--- src/rtl/alorium_lfsr_arb_pkg.sv ---
// rtl/alorium_lfsr_arb_pkg.sv - shared types and constants for the LFSR arbiter
// Contents: FSM state encoding, datapath widths, LFSR reset value.
package alorium_lfsr_arb_pkg;

  localparam int LFSR_W = 8;
  localparam int STEP_W = 4;

  localparam logic [LFSR_W-1:0] LFSR_RESET_VAL = 8'h01;

  typedef enum logic [1:0] {
    ST_IDLE = 2'd0,
    ST_SEED = 2'd1,
    ST_STEP = 2'd2,
    ST_RESP = 2'd3
  } arb_state_e;

endpackage

--- src/rtl/alorium_rr_pick.sv ---
// rtl/alorium_rr_pick.sv - combinational round-robin picker
// Ports:
//   req_i   [NREQ-1:0]  request levels
//   ptr_i   [PTR_W-1:0] index with highest priority this round
//   idx_o   [PTR_W-1:0] winning requester index
//   valid_o             at least one request is active
module alorium_rr_pick #(
  parameter int NREQ  = 4,
  parameter int PTR_W = 2
) (
  input  logic [NREQ-1:0]  req_i,
  input  logic [PTR_W-1:0] ptr_i,
  output logic [PTR_W-1:0] idx_o,
  output logic             valid_o
);

  // Scan from the farthest offset down to offset 0 so the requester closest
  // to ptr_i (in wrap-around order) is the last assignment and wins.
  always_comb begin
    valid_o = 1'b0;
    idx_o   = '0;
    for (int i = NREQ - 1; i >= 0; i--) begin
      if (req_i[(int'(ptr_i) + i) % NREQ]) begin
        valid_o = 1'b1;
        idx_o   = PTR_W'((int'(ptr_i) + i) % NREQ);
      end
    end
  end

endmodule

--- src/rtl/alorium_lfsr_arb.sv ---
// rtl/alorium_lfsr_arb.sv - shares one LFSR between NREQ requesters
// Ports:
//   clk, reset_n              clock, async active-low reset
//   req [NREQ-1:0]            level requests, held until gnt
//   seed_wr, seed_data [7:0]  reseed pulse and value
//   steps [3:0]               LFSR steps per draw (0 acts as 1)
//   lfsr_data [7:0]           current LFSR value
//   lfsr_enable, lfsr_new_seed, lfsr_seed [7:0]  LFSR controls
//   gnt [NREQ-1:0], rsp_valid, rsp_data [7:0]    one-cycle response
//   busy                      FSM is not idle
module alorium_lfsr_arb
  import alorium_lfsr_arb_pkg::*;
#(
  parameter int NREQ = 4
) (
  input  logic              clk,
  input  logic              reset_n,
  input  logic [NREQ-1:0]   req,
  input  logic              seed_wr,
  input  logic [LFSR_W-1:0] seed_data,
  input  logic [STEP_W-1:0] steps,
  input  logic [LFSR_W-1:0] lfsr_data,
  output logic              lfsr_enable,
  output logic              lfsr_new_seed,
  output logic [LFSR_W-1:0] lfsr_seed,
  output logic [NREQ-1:0]   gnt,
  output logic              rsp_valid,
  output logic [LFSR_W-1:0] rsp_data,
  output logic              busy
);

  localparam int PTR_W = $clog2(NREQ);

  arb_state_e        state_q, state_d;
  logic [PTR_W-1:0]  ptr_q, ptr_d;
  logic [PTR_W-1:0]  win_q, win_d;
  logic [STEP_W-1:0] cnt_q, cnt_d;
  logic              seed_pend_q, seed_pend_d;
  logic [LFSR_W-1:0] seed_q, seed_d;
  logic [LFSR_W-1:0] lfsr_seed_q, lfsr_seed_d;
  logic [LFSR_W-1:0] rsp_data_q, rsp_data_d;
  logic              en_q, en_d;
  logic              ns_q, ns_d;
  logic              vld_q, vld_d;
  logic              busy_q, busy_d;
  logic [NREQ-1:0]   gnt_q, gnt_d;

  logic [PTR_W-1:0]  pick_idx;
  logic              pick_vld;

  alorium_rr_pick #(
    .NREQ  (NREQ),
    .PTR_W (PTR_W)
  ) u_pick (
    .req_i   (req),
    .ptr_i   (ptr_q),
    .idx_o   (pick_idx),
    .valid_o (pick_vld)
  );

  always_comb begin
    state_d     = state_q;
    ptr_d       = ptr_q;
    win_d       = win_q;
    cnt_d       = cnt_q;
    seed_pend_d = seed_pend_q;
    seed_d      = seed_q;
    lfsr_seed_d = lfsr_seed_q;
    rsp_data_d  = rsp_data_q;

    case (state_q)
      ST_IDLE: begin
        if (seed_pend_q) begin
          state_d     = ST_SEED;
          lfsr_seed_d = seed_q;
          seed_pend_d = 1'b0;
        end else if (pick_vld) begin
          state_d = ST_STEP;
          win_d   = pick_idx;
          cnt_d   = (steps == '0) ? STEP_W'(1) : steps;
        end
      end
      ST_SEED: state_d = ST_IDLE;
      ST_STEP: begin
        cnt_d = cnt_q - 1'b1;
        if (cnt_q <= STEP_W'(1)) state_d = ST_RESP;
      end
      ST_RESP: begin
        state_d    = ST_IDLE;
        rsp_data_d = lfsr_data;
        ptr_d      = (win_q == PTR_W'(NREQ - 1)) ? '0 : win_q + 1'b1;
      end
      default: state_d = ST_IDLE;
    endcase

    // A new write always wins over the clear above, so a seed written in the
    // same cycle that SEED is entered stays pending for the next pass.
    if (seed_wr) begin
      seed_pend_d = 1'b1;
      seed_d      = seed_data;
    end

    // Strobes are registered decodes of the next state, so they line up
    // exactly with the state they belong to.
    en_d   = (state_d == ST_STEP);
    ns_d   = (state_d == ST_SEED);
    vld_d  = (state_d == ST_RESP);
    busy_d = (state_d != ST_IDLE);
    gnt_d  = vld_d ? (NREQ'(1) << win_d) : '0;
  end

  always_ff @(posedge clk or negedge reset_n) begin
    if (!reset_n) begin
      state_q     <= ST_IDLE;
      ptr_q       <= '0;
      win_q       <= '0;
      cnt_q       <= '0;
      seed_pend_q <= 1'b0;
      seed_q      <= '0;
      lfsr_seed_q <= '0;
      rsp_data_q  <= '0;
      en_q        <= 1'b0;
      ns_q        <= 1'b0;
      vld_q       <= 1'b0;
      busy_q      <= 1'b0;
      gnt_q       <= '0;
    end else begin
      state_q     <= state_d;
      ptr_q       <= ptr_d;
      win_q       <= win_d;
      cnt_q       <= cnt_d;
      seed_pend_q <= seed_pend_d;
      seed_q      <= seed_d;
      lfsr_seed_q <= lfsr_seed_d;
      rsp_data_q  <= rsp_data_d;
      en_q        <= en_d;
      ns_q        <= ns_d;
      vld_q       <= vld_d;
      busy_q      <= busy_d;
      gnt_q       <= gnt_d;
    end
  end

  assign lfsr_enable   = en_q;
  assign lfsr_new_seed = ns_q;
  assign lfsr_seed     = lfsr_seed_q;
  assign gnt           = gnt_q;
  assign rsp_valid     = vld_q;
  assign busy          = busy_q;
  // The LFSR value only settles after the final step edge, so the response
  // cycle forwards it directly; the register keeps it visible afterwards.
  assign rsp_data      = vld_q ? lfsr_data : rsp_data_q;

endmodule

--- config.mk ---
export PLATFORM = sky130hd
export DESIGN_NAME = alorium_lfsr_arb
export DESIGN_NICKNAME = d
export VERILOG_FILES = /design/src/rtl/alorium_lfsr_arb_pkg.sv /design/src/rtl/alorium_rr_pick.sv /design/src/rtl/alorium_lfsr_arb.sv
export SDC_FILE = /design/constraint.sdc
export NUM_CORES = 1
export LEC_CHECK = 0
export CELL_PAD_IN_SITES_DETAIL_PLACEMENT = 0
export CELL_PAD_IN_SITES_GLOBAL_PLACEMENT = 1
export CORE_MARGIN = 5
export CORE_UTILIZATION = 37
export DETAILED_ROUTE_END_ITERATION = 6
export PLACE_DENSITY = 0.83
export SLEW_MARGIN = 20
export SYNTH_ARGS = -nofsm -noshare
export SYNTH_HDL_FRONTEND = slang
export SYNTH_SLANG_ARGS = --single-unit
--- constraint.sdc ---
create_clock -name clk -period 1.7 [get_ports clk]
set_clock_uncertainty 0.05 [all_clocks]
set_input_delay 0.34 -clock clk [delete_from_list [all_inputs] [get_ports clk]]
set_output_delay 0.34 -clock clk [all_outputs]
set_load 0.01 [all_outputs]
==> results.md <==
* Syn avg cell area at 12.7 sq um
* Worst Setup End Kind: output pin
* RSZ-0062 raised after global routing: true
* Tot Pwr at 4.49 mW
* GRT overflow at 0
* CTS tree: done
* Yosys cell types at 28
* Outcome: finished clean
* R2r setup slk at 130 ps
* CP Launch Type: flop
* Synth top area cells: dfrtp_1 57%, mux2_2 20%, ha_1 2.0%
* Max VDD drop at 0.771 mV
* Site row count at 26
* Final wirelength at 3.70 mm
* Synthesized flop and latch total at 43
* Largest net degree at the start of global routing at 26
* Minimum setup slack in the final design at 36.3 ps
* Initial DRC Count at 20
* Clock Pin Slew Worst Setup and Hold Paths at 80 ps
* Worst EP required at 1310 ps
* DRC violations left at 0
* WHS at 412 ps
* Crit Path Class: flop to output pin
* Max-slew violations at 0
* Via density per instance at 4.70
* Total number of vias at 1,349
* Async set-or-reset flop fraction in the synthesized netlist at 100%
* Crit path DAT at 1270 ps
* Number of global-route vias before repair at 1,401
* Cell total after placement at 277
* Reg area at 1080 sq um
* Number of synthesized flops with an enable pin at 0
* CTS buffer count at 5
* F_max at 601 MHz
* # diodes at 0
* Area delta synth->final at 44.7%
* Global placement routability congestion at 0.757
* I/O pins at 51
* Crit path max fanout at 9
* Post-detailed-route count of antenna-violating nets at 0
* Total Neg Setup Slack at 0 ps
* # fillers at 474
* Final setup vio count at 0
* Total of max-cap violations at 0
* P_leak at 1.19 nW
* Commonest cells post-synth: 43 x dfrtp_1, 33 x mux2_2, 10 x nand2_1, 10 x nor2_1, 7 x o21ai_0
* Worst Tran Pin Value at 448 ps
* Cell taking the most area after synthesis: dfrtp_1
* Skew-Pair Late Insertion Delay at 290 ps
* Post-route clock period utilization at 97.9%
* Power density cells at 1650 nW/um^2
* Relative slew slack at 70.1%
* Gr usage total at 12.6%
* CTS H-Tree Depth at 2
* Seq/Total Area, Yosys at 57.3%
* IO Port Bufs at 50
* Synth warn at 0
* Full die area at 6600 sq um
* Root Buffer: clkbuf_8
* Met3 Track Usage GR at 4.21%
* Hpwl dp at 2.73 mm
* Area of the mapped netlist at 1880 sq um
* Cell count after synthesis at 148
* Initial Utilization at 37.5%
* First-pass GRT wire length at 6.31 mm
* Chip height at 81.2 microns
* GR Util met2 at 19.8%
* Initial antenna violation count at 0
* Total clock sinks at 43
* Synth Net Count at 178
* Post-DR wirelength/cell at 12.9 microns
* Met1 Usage GRT at 15.9%
* Placeable core area at 5010 sq um
* GRT busiest layer: met2
* Finished Layout Cells at 287
* First-pass iteration count of the detailed router at 4
* Clk buf depth at 2
* Layout cell share with drive strength beyond 1 at 31.8%
* Most numerous cell in the Yosys netlist: dfrtp_1
* Final Hold Vio Count at 0
* Share of the synthesized area in the top cell type at 57.3%
* Fin nets at 246
* Chip Width at 81.2 microns
* Most used DFF post-synth: dfrtp_1
* Hold WC Path Type: input port to flop
* Area of the multi-input gates at 772 sq um
* Pre-CTS setup slack at -360 ps
* Min cycle time layout at 1660 ps
==> worst max-delay path, cell delays in order, from the launching register on <==
cell     delay (ps)
dfrtp_1         400
buf_12          150
mux2_4          290
buf_2           140
==> placed cells by master (no fill, tap or decap), types with 2 or more instances in the layout <==
cell,instances
mux2_2,32
inv_1,5
a21oi_1,3
nand2_1,10
nor3_1,5
clkdlybuf4s50_1,37
nor2b_1,4
ha_1,3
and3_1,4
dfrtp_1,43
buf_6,5
o32ai_1,2
bufinv_16,2
buf_2,3
clkbuf_8,5
dlygate4sd2_1,3
buf_12,2
nor2_1,9
o21ai_0,7
buf_4,12
o22ai_1,2
==> cell families after synthesis <==
kind of cell    after synthesis  synth area share (%)
flops                        43                  57.3
simple gates                 40                  11.9
fa+ha+maj                     3                  2.00
buf+inv                       9                  1.87
mux                          33                  19.8
compound gates               20                  7.07
==> power by group <==
part           internal [mW]  total, mW  switching, mW  leakage (nW)
sequential              1.41       1.69          0.283         0.516
clock                  0.586      0.942          0.356        0.0644
combinational           1.11       1.86          0.743         0.614
==> registers in the layout (all words and copies together) (netlist names) <==
| signal | flops |
|---|---|
| ptr_q | 2 |
| rsp_valid | 1 |
| lfsr_seed | 8 |
| rsp_data_q | 8 |
| busy | 1 |
| seed_q | 8 |
| win_q | 2 |
| state_q | 2 |
| gnt | 4 |
| cnt_q | 4 |
| lfsr_enable | 1 |
| seed_pend_q | 1 |
| lfsr_new_seed | 1 |
==> metal layers <==
metal | up-vias | wire length (microns)
li1 | 661 | -
met1 | 643 | 1730
met2 | 36 | 1670
met3 | 9 | 226
met4 | 0 | 69
met5 | - | 0
==> worst paths after layout <==
check	start	endpoint	depth (start not counted)
max in group asynchronous	reset_n	rsp_data_q[4]	3
setup reg to reg	cnt_q[0]	state_q[0]	6
min in group asynchronous	reset_n	cnt_q[0]	2
hold / removal	req[2]	busy	4
setup / recovery	rsp_valid	rsp_data[1]	3
hold reg to reg	seed_q[0]	seed_q[0]	1
==> repair_timing <==
action,in CTS,in global routing
setup buffers,0,1
hold buffers,1,0
gates resized for setup,33,9
hold endpoints to repair,18,0
endpoints found under the setup margin,10,12
pin swaps,1,2
==> metrics by stage <==
stage,utilization (%),instance area [sq um]
after floorplan,-,1880
after global placement,51.2,2570
after detailed placement,51.2,2570
after CTS,53.4,2670
after global routing,54.2,2720
final,54.2,2720
==> area by class of cell <==
| cell class | count | share of cell area [%] |
|---|---|---|
| sequential | 43 | 39.6 |
| multi-input combinational | 96 | 28.4 |
| timing repair buffer | 65 | 23.0 |
| tap | 70 | 3.22 |
| clock buffer | 5 | 2.53 |
| clock inverter | 3 | 2.49 |
| inverter | 5 | 0.691 |
No activity file was read; power rests on OpenSTA's default activity.
==> patch 1, RTL diff (same flow settings) <==
Set the package constant `LFSR_W` to 10 (it was 8).
--- a/src/rtl/alorium_lfsr_arb_pkg.sv
+++ b/src/rtl/alorium_lfsr_arb_pkg.sv
@@ -2,7 +2,7 @@
 // Contents: FSM state encoding, datapath widths, LFSR reset value.
 package alorium_lfsr_arb_pkg;
 
-  localparam int LFSR_W = 8;
+  localparam int LFSR_W = 10;
   localparam int STEP_W = 4;
 
   localparam logic [LFSR_W-1:0] LFSR_RESET_VAL = 8'h01;
Ports: changed (resized lfsr_data, lfsr_seed, rsp_data and seed_data); port bits go from 51 to 59. No check against the original RTL was run, so the function may have changed too.
==> patch 1 against the original RTL <==
- critical path depth did not move
- worst setup slack got worse by 0.018 ns
- synthesized cell count rose by 9.5%
- synthesized area increased by 13%
- design area grew 13%
- wire length rose by 14%
- combinational power up 22%
- sequential cell count is 6 higher
- first-iteration DRC count rose to 2.8 times the old value
- total power grew 9.0%
- sequential power is 14% higher
- critical endpoint is now rsp_data[8]
- highest routed layer unchanged
==> patch 1: results (changes against the original RTL) <==
Met2 Use GR: 20.1% (+0.27 points)
Synth Area in Compound Gates: 6.26% (-0.80 points)
Final net count: 276 (+12%)
Register area share after synthesis: 57.9% (+0.59 points)
DIE AREA: 0.00733 mm^2 (+11%)
Status: finished, final reports clean
Placed Cells: 304 (+9.7%)
Non-clock buffers, area share: 24.9% (+1.9 points)
Routed length on met2: 2010 um (+20%)
Slew headroom: 62.1% (-8.0 points)
Largest net degree at the start of global routing: 27 (+3.8%)
Synth cell count leaders: 49 x dfrtp_1, 41 x mux2_2, 10 x nand2_1, 10 x nor2_1, 7 x o21ai_0
#MultiIn Comb: 104 (+8.3%)
Clk slew on worst S/H paths: 0.10 ns (+0.02 ns)
M1 wire length: 1830 um (+5.5%)
Final wirelength: 4200 um (+14%)
Synth cell types: 29 (+3.6%)
Register area: 0.00123 mm^2 (+14%)
Global-route wire length before repair: 7190 um (+14%)
Post-synthesis mux area share: 21.8% (+2.0 points)
Max VDD drop: 0.000868 V (+13%)
Clock sink total: 49 (+14%)
Met3 WL: 288 um (+27%)
ClkCell Share: 3.17% (-1.9 points)
RePlAce Congestion: 0.762 (+0.77%)
Met1 Usage GRT: 14.7% (-1.2 points)
Share of cells above drive strength 1: 33.7% (+1.9 points)
Drt first pass iters: 3 (-1)
Post-CTS Resized: 59 (+79%)
Fill cell count: 484 (+2.1%)
Leak: 1.37 nW (+15%)
Worst slack, placed: -0.341 ns (+0.0190 ns)
Port bufs: 58 (+16%)
Post-Synthesis Net Count: 196 (+10%)
CP Max Fanout: 6 (-3)
Area contributors post-synth: dfrtp_1 58%, mux2_2 22%, ha_1 1.8%
GR Util met3: 4.42% (+0.21 points)
Detail Placement HPWL: 3090 um (+13%)
Min-delay worst type: register to register
Adder-cell share of the synthesized area: 1.77% (-0.23 points)
Placed Area: 0.00291 mm^2 (+13%)
Fraction of area in multi-input gates: 28.5% (+0.10 points)
Vias: 1,518 (+13%)
Footprint of the multi-input gates: 878 um^2 (+14%)
Vias in the first global route: 1,615 (+15%)
Repair and plain buffers: 77 (+18%)
Cells after Synth: 162 (+9.5%)
Clock Tree Root: clkbuf_8
1st-iter DRT viols: 55 (+180%)
## patch 1: power groups by stage
stage | combinational (mW) | sequential, mW | clock (mW)
after floorplan | 1.10 | 1.96 | 0
after global placement | 2.13 | 1.92 | 0
after detailed placement | 2.18 | 1.93 | 0
after CTS | 2.27 | 1.92 | 0.756
after global routing | 2.48 | 1.99 | 0.797
final | 2.26 | 1.92 | 0.719
## patch 1: final timing paths
path | start | to | slack (ns) | cells after the start
worst max-delay path | rsp_valid$_DFF_PN0_ | rsp_data[8] | 0.02 | 3
worst max register to register | state_q[1]$_DFF_PN0_ | lfsr_seed[0]$_DFFE_PN0P_ | 0.10 | 3
max in group asynchronous | reset_n | lfsr_seed[0]$_DFFE_PN0P_ | 0.57 | 3
min in group asynchronous | reset_n | busy$_DFF_PN0_ | 0.50 | 2
worst min-delay path | seed_q[2]$_DFFE_PN0P_ | seed_q[2]$_DFFE_PN0P_ | 0.46 | 1
worst min register to register | seed_q[2]$_DFFE_PN0P_ | seed_q[2]$_DFFE_PN0P_ | 0.46 | 1
==> patch 2, RTL diff (same flow settings) <==
Made on the original files. The 4 states of `arb_state_e` get a Gray code encoding in 2 bits.
--- a/src/rtl/alorium_lfsr_arb_pkg.sv
+++ b/src/rtl/alorium_lfsr_arb_pkg.sv
@@ -8,10 +8,10 @@
   localparam logic [LFSR_W-1:0] LFSR_RESET_VAL = 8'h01;
 
   typedef enum logic [1:0] {
-    ST_IDLE = 2'd0,
-    ST_SEED = 2'd1,
-    ST_STEP = 2'd2,
-    ST_RESP = 2'd3
+    ST_IDLE = 2'b00,
+    ST_SEED = 2'b01,
+    ST_STEP = 2'b11,
+    ST_RESP = 2'b10
   } arb_state_e;
 
 endpackage
Formal check against the unedited RTL: same outputs for any inputs over 4 cycles, from zero or initial values and one cycle with reset_n low; so few cycles prove little.
==> patch 2 against the original RTL <==
- worst hold slack gained 0.041 ns
- synthesized cell count grew 1.4%
- wire length increased by 9.9%
- total power decreased by 7.1%
- largest power group unchanged
- sequential cell count unchanged
- core utilization increased by 0.73 points
- largest cell class unchanged
- worst setup slack got worse by 0.0092 ns
- design area increased by 2.7%
- critical endpoint is now gnt[3]$_DFF_PN0_
- synthesized area increased by 2.0%
==> patch 2: results (changes against the original RTL) <==
Status: finished, final reports clean
RePlAce Congestion: 0.757 (about the same)
Slowest stage delay, CP: 0.43 ns (+0.03 ns)
Post-Synthesis Net Count: 180 (+1.1%)
Register area share after synthesis: 56.2% (-1.1 points)
Avg Inst Size Synth: 12.8 um^2 (+0.64%)
Placed Area: 0.00262 mm^2 (+2.2%)
GR Util met3: 3.29% (-0.92 points)
M1 wire length: 1660 um (-4.4%)
Met2 Use GR: 22.5% (+2.7 points)
Largest net degree at the start of global routing: 27 (+3.8%)
Vias in the first global route: 1,480 (+5.6%)
Non-filler cells, final: 298 (+3.8%)
Total Routing Usage GR: 13.0% (+0.43 points)
Synth cell count leaders: 43 x dfrtp_1, 34 x mux2_2, 8 x a21oi_1
Final net count: 257 (+4.5%)
Least-Margin Pin Slew: 0.538 ns (+0.0907 ns)
Min-delay worst type: register to register
Share of cells above drive strength 1: 41.7% (+9.9 points)
Met3 WL: 173 um (-23%)
Worst slack, placed: -0.472 ns (-0.112 ns)
Max VDD drop: 0.000887 V (+15%)
Vias: 1,413 (+4.7%)
Synth cell types: 36 (+29%)
CP Max Fanout: 3 (-6)
1st-iter DRT viols: 35 (+75%)
Crit path max-delay cell type: or4_4
Fill cell count: 484 (+2.1%)
Global-route wire length before repair: 6670 um (+5.8%)
Routed length on met2: 2180 um (+30%)
Leak: 1.22 nW (+2.5%)
Detail Placement HPWL: 3050 um (+12%)
Critical Path AT: 1.82 ns (+0.55 ns)
Area contributors post-synth: dfrtp_1 56%, mux2_2 20%, a21oi_1 2.1%
==> patch 2: cell count changes in the layout (fill, tap and decap cells not counted), sizes merged, moves of 3 or more <==
| cell | unedited run | this run |
|---|---|---|
| clkinv | 0 | 3 |
| o21ai | 7 | 3 |
| nor2 | 10 | 7 |
| nand2 | 10 | 7 |
| a21oi | 3 | 8 |
| buf | 22 | 34 |
| and3 | 4 | 0 |
==> patch 2: power groups by stage <==
| stage | Combinational, mW | Sequential (mW) | Clock, mW |
|---|---|---|---|
| floorplan | 0.956 | 1.68 | 0 |
| global placement | 1.83 | 1.66 | 0 |
| detailed placement | 1.86 | 1.68 | 0 |
| CTS | 1.83 | 1.66 | 0.636 |
| global route | 2.08 | 1.73 | 0.679 |
| finish | 1.90 | 1.66 | 0.609 |
==> patch 2: cells by family after synthesis <==
kind of cell / after synthesis / synth area share (%)
AO/OA/AOI/OAI: 26 / 9.48
adder cells (fa/ha/maj): 3 / 1.96
buffers and inverters: 11 / 2.61
flip-flops: 43 / 56.2
multiplexers: 35 / 20.5
AND/OR/NAND/NOR: 32 / 9.22
==> patch 2: critical path, delay by kind of cell, from the launching register on <==
| family | cells | cell delay [ns] |
|---|---|---|
| adders and majority gates | 1 | 0.18 |
| buffers and inverters | 2 | 0.23 |
| DFF | 1 | 0.39 |
| and+or+nand+nor | 3 | 0.73 |
==> patch 2: final cells by class <==
cell class | count | area, um^2 | area share (%)
Clock inverter | 3 | 15.0 | 0.538
Multi-Input combinational cell | 96 | 853 | 30.6
Clock buffer | 5 | 68.8 | 2.47
Timing Repair Buffer | 76 | 668 | 24.0
Inverter | 5 | 18.8 | 0.673
Tap cell | 70 | 87.6 | 3.14
Sequential cell | 43 | 1080 | 38.6
==> patch 2: path summary, 6_finish.rpt <==
kind                                  startpoint                       end  slack, ns  cells after the start
setup / recovery            cnt_q[1]$_DFFE_PN0P_          gnt[3]$_DFF_PN0_       0.03                      6
hold / removal             seed_q[0]$_DFFE_PN0P_  lfsr_seed[0]$_DFFE_PN0P_       0.45                      1
setup reg to reg            cnt_q[1]$_DFFE_PN0P_          gnt[3]$_DFF_PN0_       0.03                      6
hold reg to reg            seed_q[0]$_DFFE_PN0P_  lfsr_seed[0]$_DFFE_PN0P_       0.45                      1
max in group asynchronous                reset_n     seed_q[2]$_DFFE_PN0P_       0.53                      3
min in group asynchronous                reset_n          gnt[0]$_DFF_PN0_       0.51                      2
==> patch 2: what timing repair did <==
action                                  in CTS  in global routing
pin swaps                                    5                  7
hold buffers                                 1                  0
setup buffers                                2                  2
resized for setup                           46                 12
gates cloned                                 0                  0
endpoints found under the setup margin      20                  7
hold endpoints to repair                    11                  0
